===== config.mk =====
export PLATFORM = sky130hd
export DESIGN_NAME = bcd_seven_seg_driver
export DESIGN_NICKNAME = d
export VERILOG_FILES = /design/src/rtl/bcd_seven_seg_driver.sv
export SDC_FILE = /design/constraint.sdc
export NUM_CORES = 1
export LEC_CHECK = 0
export ABC_AREA = 1
export CAP_MARGIN = 20
export CORE_UTILIZATION = 25
export DETAILED_ROUTE_END_ITERATION = 7
export PLACE_DENSITY = 0.39
export SYNTH_ARGS = -nofsm -noshare
export SYNTH_HDL_FRONTEND = slang
export SYNTH_SLANG_ARGS = --single-unit

===== constraint.sdc =====
create_clock -name CLK100MHZ -period 1.7 [get_ports CLK100MHZ]
set_clock_uncertainty 0.1 [all_clocks]
set_input_delay 0.17 -clock CLK100MHZ [delete_from_list [all_inputs] [get_ports CLK100MHZ]]
set_output_delay 0.17 -clock CLK100MHZ [all_outputs]
set_load 0.01 [all_outputs]

===== src/rtl/bcd_seven_seg_driver.sv =====
// bcd_seven_seg_driver
//   Shows an 8-bit binary count (0..255) as a 3-digit decimal number on a
//   multiplexed, active-low 7-segment display. The count comes from a slow
//   clock domain. It is synchronized here and checked for stability. It is
//   then converted to BCD with a sequential double-dabble, one bit per cycle.
//
//   Ports
//     CLK100MHZ  in   system clock, the only clock
//     reset      in   synchronous, active-high reset
//     value      in   [7:0]  binary count, asynchronous to CLK100MHZ
//     AN         out  [7:0]  digit anodes, active low (AN[0]=ones .. AN[2]=hundreds)
//     SEG        out  [6:0]  segments a..g, active low
//     DP         out  decimal point, active low, held off
//     bcd        out  [11:0] last converted value {hundreds,tens,ones}
//     busy       out  high while a conversion is running
//
//   state | meaning
//   ------+-------------------------------------------------------------
//   IDLE  | waiting for a stable input that differs from the last conversion
//   SHIFT | 8 double-dabble steps: add 3 to nibbles >= 5, then shift left
//   LOAD  | publish the accumulator to bcd
module bcd_seven_seg_driver #(
  parameter int REFRESH_DIV = 100_000,
  parameter int BLANK_LZ    = 1
) (
  input  logic        CLK100MHZ,
  input  logic        reset,
  input  logic [7:0]  value,
  output logic [7:0]  AN,
  output logic [6:0]  SEG,
  output logic        DP,
  output logic [11:0] bcd,
  output logic        busy
);

  localparam int CW = (REFRESH_DIV > 1) ? $clog2(REFRESH_DIV) : 1;
  localparam logic [CW-1:0] REFRESH_LAST = CW'(REFRESH_DIV - 1);

  typedef enum logic [1:0] {
    IDLE  = 2'd0,
    SHIFT = 2'd1,
    LOAD  = 2'd2
  } state_t;

  state_t state, state_next;

  logic [7:0]    s1, s2, s3, last_conv;
  logic [7:0]    bin_sr;
  logic [11:0]   bcd_acc, bcd_adj;
  logic [3:0]    shift_cnt;
  logic          start;
  logic [CW-1:0] refresh_cnt;
  logic [1:0]    digit_idx;
  logic [3:0]    nib;
  logic          blank;
  logic [7:0]    an_next;
  logic [6:0]    seg_next;

  function automatic logic [3:0] add3(input logic [3:0] n);
    return (n >= 4'd5) ? n + 4'd3 : n;
  endfunction

  function automatic logic [6:0] seg_pat(input logic [3:0] n);
    case (n)
      4'd0:    return 7'h40;
      4'd1:    return 7'h79;
      4'd2:    return 7'h24;
      4'd3:    return 7'h30;
      4'd4:    return 7'h19;
      4'd5:    return 7'h12;
      4'd6:    return 7'h02;
      4'd7:    return 7'h78;
      4'd8:    return 7'h00;
      4'd9:    return 7'h10;
      default: return 7'h7F;
    endcase
  endfunction

  // A start needs the synchronized value to have held for a cycle, so a
  // value that moves every cycle can never trigger a conversion.
  assign start = (s2 == s3) && (s2 != last_conv);

  assign bcd_adj = {add3(bcd_acc[11:8]), add3(bcd_acc[7:4]), add3(bcd_acc[3:0])};

  always_ff @(posedge CLK100MHZ) begin
    if (reset) state <= IDLE;
    else       state <= state_next;
  end

  always_comb begin
    state_next = state;
    case (state)
      IDLE:    if (start) state_next = SHIFT;
      SHIFT:   if (shift_cnt == 4'd7) state_next = LOAD;
      LOAD:    state_next = IDLE;
      default: state_next = IDLE;
    endcase
  end

  always_ff @(posedge CLK100MHZ) begin
    if (reset) begin
      s1        <= 8'd0;
      s2        <= 8'd0;
      s3        <= 8'd0;
      last_conv <= 8'd0;
      bin_sr    <= 8'd0;
      bcd_acc   <= 12'd0;
      shift_cnt <= 4'd0;
      bcd       <= 12'd0;
      busy      <= 1'b0;
    end else begin
      s1   <= value;
      s2   <= s1;
      s3   <= s2;
      busy <= (state_next != IDLE);
      case (state)
        IDLE: begin
          if (start) begin
            bin_sr    <= s2;
            last_conv <= s2;
            bcd_acc   <= 12'd0;
            shift_cnt <= 4'd0;
          end
        end
        SHIFT: begin
          {bcd_acc, bin_sr} <= {bcd_adj, bin_sr} << 1;
          shift_cnt         <= shift_cnt + 4'd1;
        end
        LOAD:    bcd <= bcd_acc;
        default: ;
      endcase
    end
  end

  // The display follows bcd on every cycle, so a new result shows up one
  // cycle later, even if it lands in the middle of a digit slot.
  always_comb begin
    nib   = 4'd0;
    blank = 1'b0;
    case (digit_idx)
      2'd0: nib = bcd[3:0];
      2'd1: begin
        nib   = bcd[7:4];
        blank = (BLANK_LZ != 0) && (bcd[11:8] == 4'd0) && (bcd[7:4] == 4'd0);
      end
      2'd2: begin
        nib   = bcd[11:8];
        blank = (BLANK_LZ != 0) && (bcd[11:8] == 4'd0);
      end
      default: blank = 1'b1;
    endcase
    an_next  = blank ? 8'hFF : ~(8'b1 << digit_idx);
    seg_next = blank ? 7'h7F : seg_pat(nib);
  end

  always_ff @(posedge CLK100MHZ) begin
    if (reset) begin
      refresh_cnt <= '0;
      digit_idx   <= 2'd0;
      AN          <= 8'hFF;
      SEG         <= 7'h7F;
    end else begin
      AN  <= an_next;
      SEG <= seg_next;
      if (refresh_cnt == REFRESH_LAST) begin
        refresh_cnt <= '0;
        digit_idx   <= (digit_idx == 2'd2) ? 2'd0 : digit_idx + 2'd1;
      end else begin
        refresh_cnt <= refresh_cnt + 1'b1;
      end
    end
  end

  assign DP = 1'b1;

endmodule


==> flow_metrics.tcl, run 1 <==
set metrics [dict create \
    synth-edff-count 0 \
    drt_drc_violations_left 0 \
    final.setup.worst_slack_ns -0.03893 \
    switching_share_pct 24.20 \
    min_to "digit_idx[0]$_SDFFE_PP0P_" \
    track_usage_pct 11.38 \
    hold_viol_final 0 \
    cts_max_level 3 \
    drive_gt1_share_pct 14.95 \
    final_nets 660 \
    cts_tree "yes" \
    maxCapViolCount 0 \
    worstSetupPathType "flop to flop" \
    ir_worst_vdd_v 0.0004712 \
    antenna_found_initial 0 \
    worstPathCellList "inv_4, nor2_4, inv_2, o211ai_1, inv_1, ha_1, or2_1, nand2_1, nand2_1" \
    net-switching-power_w 0.001215 \
    wirelength_um 9821 \
    end_kind "flop" \
    synth_top_family_by_area "simple AND/OR/NAND/NOR gates" \
    firstDrtPassIters 4 \
    clockRootBuffer "clkbuf_16" \
    stdcell_area_um2 5502 \
    hold_depth 4 \
    tns_ns -0.03893 \
    initial_core_util_pct 25.49 \
    clk_latency_ns 0.35 \
    cts_buffers 9 \
    yosysUniqueCellTypes 35 \
    ys_seq_area_share_pct 46.18 \
    boundaryPins 39 \
    synth_common_cells "106 x nand2_1, 101 x dfxtp_1, 69 x inv_1" \
    netlist_instances 583 \
    diodes 0 \
    avgSynthCellArea_um2 7.509 \
    violations "setup timing" \
    arrival_ns 1.87 \
    yosysMostFrequentCell "nand2_1" \
    comb_power_share_pct 7.8 \
    coreArea_um2 17180 \
    die_h_um 134.3 \
    async_flop_share_pct 0 \
    ys_ff_latch 101 \
    rrSetupSlack_ns -0.04 \
    timing.critical_path.mode_cell "nand2_1" \
    die_w_um 134.3 \
    port-buffer-count 33 \
    seq_power_share_pct 49.0 \
    yosys.area_share.simple_pct 25.41 \
    synth_top_cell_by_area "dfxtp_1" \
    num_vias 3720 \
    p_per_area_nw_per_um2 912.8 \
    grt_pass1_wl_um 16230 \
    clkSlewWorstSetupHoldPaths_ns 0.06 \
    synth-adder-area-share_pct 3.715 \
    period_share_pct 102.3 \
    ys.flop_type "dfxtp_1" \
    grt_start_max_net_pins 54 \
    num_rows 48 \
    first_global_vias 3459 \
    netlist_area_um2 4378 \
    synth_top_cell_area_share_pct 46.18 \
    critical-path-slowest-cell "dfxtp_4" \
    clk_path_buf_depth 2 \
    hold_path_class "input port to flop" \
    intPower_w 0.003806 \
    multi_input_area_um2 2018 \
    post-dp-hpwl_um 6929 \
    maxSlewViolCount 0 \
    min_from "reset" \
    worst_pin_slew_ns 0.5854 \
    synth_compound_gate_area_share_pct 11.97 \
    die_area_um2 18040 \
    yosys_warnings 0 \
    status "complete, but fails checks" \
    clkSinkCount 101 \
    ant_nets 0 \
    rsz0062_at_grt "yes" \
    area_growth_pct 25.66 \
    crit_path_start_kind "flop" \
    avgRoutedWirePerCell_um 11.33 \
    p_leak_nw 2.121 \
    cp_max_fo 4 \
    post_synth_xor_area_fraction_pct 3.201 \
    post_dp_cell_area_um2 5100 \
    finalSetupViolCount 1 \
    path_buf_inv 3 \
    reg2reg_depth 9 \
    relSlewSlack_pct 60.98 \
    avgViaCountPerCell 4.291 \
    fill_cells 1861 \
    period_needed_ns 1.739 \
    r2r-end "SEG[3]$_SDFF_PP1_" \
    synth_mux_area_share_pct 0 \
    hold_ws_ns 0.08667 \
    cp_top_family "simple AND/OR/NAND/NOR gates" \
    worstPathRequired_ns 1.83 \
    drtIter0Drc 180 \
    ff_latch_area_um2 2042 \
    overflow 0 \
    gp_congestion 0.7445 \
    p_clk_share_pct 43.2 \
    fmax_mhz 575.1 \
    r2r-start "digit_idx[0]$_SDFFE_PP0P_" \
    slowest_delay_ns 0.40 \
    synthTopCellsByArea "dfxtp_1 46%, nand2_1 9.1%, a21oi_1 6.5%" \
]
-- placed cells by master (no fill, tap or decap), types with 4 or more instances in the layout --
cell type / count
dfxtp_1: 89
o21ai_1: 5
inv_1: 65
clkbuf_16: 9
nor4_1: 5
conb_1: 6
nor2_1: 57
o21ai_0: 35
dfxtp_2: 10
xor2_1: 7
a21oi_1: 56
ha_1: 11
nand3_1: 43
nand2_1: 106
nand2_2: 4
inv_2: 10
clkdlybuf4s50_1: 32
xnor2_1: 9
buf_4: 28
nand4_1: 9
nor2_2: 8
-- routing by layer --
metal / vias up / wire length (um) / GRT usage, %
met1: 1708 / 4595 / 13.45
met3: 9 / 290 / 3.175
met5: - / 0 / 0
li1: 1963 / - / -
met2: 40 / 4816 / 19.34
met4: 0 / 118 / 4.682
-- worst max-delay path by stage --
stage                                   start                 to  slack, ns  depth (start not counted)
finish              digit_idx[0]$_SDFFE_PP0P_  SEG[3]$_SDFF_PP1_      -0.04                          9
global route        digit_idx[0]$_SDFFE_PP0P_  SEG[3]$_SDFF_PP1_      -0.15                          9
CTS                 digit_idx[0]$_SDFFE_PP0P_  SEG[3]$_SDFF_PP1_      -0.02                          9
detailed placement  digit_idx[1]$_SDFFE_PP0P_  SEG[0]$_SDFF_PP1_      -0.12                         10
global placement    digit_idx[1]$_SDFFE_PP0P_  SEG[0]$_SDFF_PP1_      -0.06                         10
floorplan           digit_idx[0]$_SDFFE_PP0P_  SEG[3]$_SDFF_PP1_      -0.07                          9
-- sequential cells by signal (all words and copies together), names as in the netlist --
name	flops
refresh_cnt	17
s1	8
s3	8
bin_sr	8
busy	1
AN	4
state	2
SEG	7
shift_cnt	4
bcd_acc	12
digit_idx	2
bcd	12
s2	8
last_conv	8
-- repair_timing --
action / 4_1_cts / 5_1_grt
setup buffers: 0 / 2
endpoints found under the hold margin: 0 / 0
pin swaps: 2 / 6
hold buffers: 0 / 0
resized for setup: 6 / 24
cloned: 0 / 0
setup endpoints to repair: 4 / 34
-- through the flow --
stage,utilization [%],worst slack [ns],cells,power (W)
after detailed placement,29.69,-0.1189,849,0.002911
after floorplan,-,-0.06672,588,0.002777
after global routing,32.03,-0.1458,867,0.005280
after CTS,31.61,-0.01951,865,0.005125
after global placement,29.69,-0.05835,849,0.002910
final,32.03,-0.03893,867,0.005022
-- kinds of logic (layout without fill, tap and decap cells) --
| logic type | after synthesis | count (layout) |
|---|---|---|
| xor+xnor | 16 | 16 |
| simple gates | 250 | 250 |
| buf+inv | 100 | 154 |
| fa+ha+maj | 13 | 13 |
| other cells | 1 | 6 |
| flops | 101 | 101 |
| compound gates | 102 | 102 |
-- power groups by stage --
| stage | logic [W] | registers, W | clock network (W) |
|---|---|---|---|
| after global placement | 0.000393 | 0.00252 | 0 |
| after detailed placement | 0.000393 | 0.00252 | 0 |
| after global routing | 0.000442 | 0.00247 | 0.00237 |
| after CTS | 0.000395 | 0.00246 | 0.00227 |
| final | 0.000390 | 0.00246 | 0.00217 |
| after floorplan | 0.000260 | 0.00252 | 0 |
-- worst register-to-register path, delay by kind of cell, from the launching register on --
kind / cells / cell delay [ns]
flops: 1 / 0.40
fa+ha+maj: 1 / 0.27
compound gates: 1 / 0.23
simple gates: 4 / 0.42
buf+inv: 3 / 0.20
-- final cells by class --
class | instances | share of cell area [%]
Multi-Input combinational cell | 387 | 36.68
Inverter | 76 | 5.231
Clock inverter | 5 | 1.160
Tap cell | 225 | 5.117
Sequential cell | 101 | 37.12
Clock buffer | 11 | 4.594
Timing Repair Buffer | 62 | 10.10
Power figures use the tool's default switching activity.
==> run 2: changes to the inputs <==
--- a/config.mk
+++ b/config.mk
@@ -5,11 +5,10 @@
 export SDC_FILE = /design/constraint.sdc
 export NUM_CORES = 1
 export LEC_CHECK = 0
-export ABC_AREA = 1
 export CAP_MARGIN = 20
 export CORE_UTILIZATION = 25
 export DETAILED_ROUTE_END_ITERATION = 7
-export PLACE_DENSITY = 0.39
+export PLACE_DENSITY = 0.4
 export SYNTH_ARGS = -nofsm -noshare
 export SYNTH_HDL_FRONTEND = slang
 export SYNTH_SLANG_ARGS = --single-unit
==> run 2 against run 1 <==
  * The run still ends with setup timing left
  * Core utilization increased by 1.5 points
  * Maximum frequency decreased by 3.2%
  * Cell area increased by 1.9%
  * Global-route usage increased by 0.15 points
  * First-iteration DRC count decreased by 6.1%
  * Critical path type unchanged
  * Highest routed layer unchanged
==> flow_metrics.tcl, run 2 <==
set metrics [dict create \
    status "complete, but fails checks" \
    violations "setup timing" \
    yosysUniqueCellTypes 45 \
    arrival_ns 1.92 \
    hold_ws_ns 0.08558 \
    drtIter0Drc 169 \
    avgSynthCellArea_um2 9.145 \
    p_per_area_nw_per_um2 916.1 \
    grt_pass1_wl_um 16100 \
    netlist_area_um2 4317 \
    clkSinkCount 101 \
    synth-edff-count 0 \
    synth_common_cells "101 x dfxtp_1, 49 x nand2_1, 34 x nor2_1" \
    layout_commonest_cell "dfxtp_1" \
    ys_ff_latch 101 \
    netlist_instances 472 \
    crit_path_start_kind "flop" \
    end_kind "flop" \
    worstSetupPathType "flop to flop" \
    period_needed_ns 1.797 \
    yosys_warnings 0 \
    num_vias 3343 \
    cts_buffers 9 \
    initial_core_util_pct 25.85 \
    clk_path_buf_depth 2 \
    antenna_found_initial 0 \
    rsz0062_at_grt "yes" \
    diodes 0 \
    slowest_delay_ns 0.35 \
    period_share_pct 105.7 \
    area_growth_pct 29.91 \
    first_global_vias 3207 \
    post_dp_cell_area_um2 5112 \
    rrSetupSlack_ns -0.1 \
    worstPathRequired_ns 1.82 \
    track_usage_pct 11.53 \
    ys.flop_type "dfxtp_1" \
    top_regs "refresh_cnt (17), bcd (12), bcd_acc (12)" \
    final_nets 560 \
    largest-register "refresh_cnt" \
    num_rows 47 \
    timing.critical_path.mode_cell "buf_4" \
    hold_viol_final 0 \
    final.setup.worst_slack_ns -0.09732 \
    firstDrtPassIters 4 \
    final_cell_mix "92 x dfxtp_1, 49 x nand2_1, 39 x buf_4, 34 x nor2_1, 32 x clkdlybuf4s50_1" \
    hold_path_class "input port to flop" \
    yosysMostFrequentCell "dfxtp_1" \
    finalSetupViolCount 24 \
    critical-path-slowest-cell "dfxtp_4" \
    clockRootBuffer "clkbuf_16" \
    ir_worst_vdd_v 0.0004805 \
    ant_nets 0 \
    overflow 0 \
    coreArea_um2 16700 \
    worstPathCellList "xor2_1, nor4_2, buf_4, nand3_4, buf_4, o21ai_4, buf_12, a311oi_2" \
    synthTopCellsByArea "dfxtp_1 47%, xor2_1 5.7%, nand2_1 4.3%" \
    avgRoutedWirePerCell_um 12.93 \
    post-dp-hpwl_um 6706 \
    clk_latency_ns 0.35 \
    drt_drc_violations_left 0 \
    avgViaCountPerCell 4.393 \
    cts_tree "yes" \
    port-buffer-count 33 \
    maxCapViolCount 0 \
    async_flop_share_pct 0 \
    grt_start_max_net_pins 52 \
    synth_top_cell_area_share_pct 46.84 \
    stdcell_area_um2 5608 \
    cp_max_fo 14 \
    clkSlewWorstSetupHoldPaths_ns 0.06 \
    gp_congestion 0.7397 \
    synth_top_cell_by_area "dfxtp_1" \
    fmax_mhz 556.4 \
    boundaryPins 39 \
    die_h_um 133.4 \
    drive_gt1_share_pct 18.30 \
    largest_reg_flops 17 \
    wirelength_um 9836 \
    cts_max_level 3 \
    die_area_um2 17800 \
    die_w_um 133.4 \
    p_leak_nw 2.066 \
    maxSlewViolCount 0 \
    ys_seq_area_share_pct 46.84 \
]
run 2: cell count changes in the layout (fill, tap and decap cells not counted), sizes merged, moves of 9 or more:
cell	delta
a21oi	-26
a31oi	+10
buf	+17
inv	-65
mux2i	+10
nand2	-62
nand2b	+11
nand3	-20
nor2	-34
nor2b	+27
o211ai	+9
o21ai	-19
xor2	+21
run 2: final cells by class:
class	instances	area, um^2
clock buffer	12	256.5
clock inverter	3	45.04
fill	1728	11090
inverter	14	52.55
multi-input combinational	332	2200
sequential	101	2038
tap	220	275.3
timing repair buffer	79	740.7
run 2: worst paths after layout:
| kind | endpoint | startpoint | cells past startpoint |
|---|---|---|---|
| worst max-delay path | shift_cnt[3]$_SDFFE_PP0P_ | s2[5]$_SDFF_PP0_ | 8 |
| worst min-delay path | digit_idx[0]$_SDFFE_PP0P_ | reset | 2 |
| worst max register to register | shift_cnt[3]$_SDFFE_PP0P_ | s2[5]$_SDFF_PP0_ | 8 |
| worst min register to register | s2[4]$_SDFF_PP0_ | s1[4]$_SDFF_PP0_ | 1 |
run 2: per-layer routing:
layer,wire length (um),track usage (%)
met4,104,3.788
met5,0,0
met2,4552,18.23
met1,4810,14.87
met3,368,3.577
run 2: critical path, delay by kind of cell (launching register included):
| kind | cells | cell delay (ns) |
|---|---|---|
| buf+inv | 3 | 0.49 |
| xor+xnor | 1 | 0.16 |
| simple gates | 2 | 0.34 |
| flops | 1 | 0.35 |
| compound gates | 2 | 0.23 |
run 2: cells by family (layout without fill, tap and decap cells):
logic type | Yosys count | after routing | synth area share (%)
buffers and inverters | 44 | 108 | 4.783
AOI/OAI and AO/OA | 90 | 90 | 14.03
other | 1 | 6 | 0.08687
xor gates and xnor gates | 36 | 36 | 7.305
DFF | 101 | 101 | 46.84
muxes | 10 | 10 | 2.319
adders and majority gates | 13 | 13 | 3.768
and+or+nand+nor | 177 | 177 | 20.87
run 2: power by group:
part	total (W)	internal [W]	switching (W)
Sequential	0.00246	0.00242	0.0000365
Combinational	0.000576	0.000268	0.000308
Clock	0.00210	0.00121	0.000887
Total	0.00514	0.00391	0.00123
run 2: what timing repair did:
action,in CTS,in global routing
endpoints found under the setup margin,39,60
resized for setup,13,28
hold buffers,0,0
pin swaps,2,12
setup buffers,1,6
run 2: per-stage QoR:
| step | setup WS, ns | total power, W | utilization [%] | std cells | setup TNS, ns |
|---|---|---|---|---|---|
| 4_1_cts | -0.01840 | 0.005185 | 32.73 | 755 | -0.06471 |
| 3_5_place_dp | -0.1103 | 0.003009 | 30.61 | 739 | -1.877 |
| 6_report | -0.09732 | 0.005138 | 33.58 | 761 | -1.502 |
| 3_3_place_gp | -0.1101 | 0.003010 | 30.61 | 739 | -2.326 |
| 2_1_floorplan | 0.002219 | 0.002801 | - | 477 | 0 |
| 5_1_grt | -0.2242 | 0.005381 | 33.58 | 761 | -5.900 |
==> run 3: changes to the inputs <==
--- a/config.mk
+++ b/config.mk
@@ -9,6 +9,7 @@
 export CORE_UTILIZATION = 25
 export DETAILED_ROUTE_END_ITERATION = 7
 export PLACE_DENSITY = 0.4
+export SLEW_MARGIN = 15
 export SYNTH_ARGS = -nofsm -noshare
 export SYNTH_HDL_FRONTEND = slang
 export SYNTH_SLANG_ARGS = --single-unit
==> results of run 3 <==
Same layout as run 2: the final DEF is identical, and so are final timing and power.
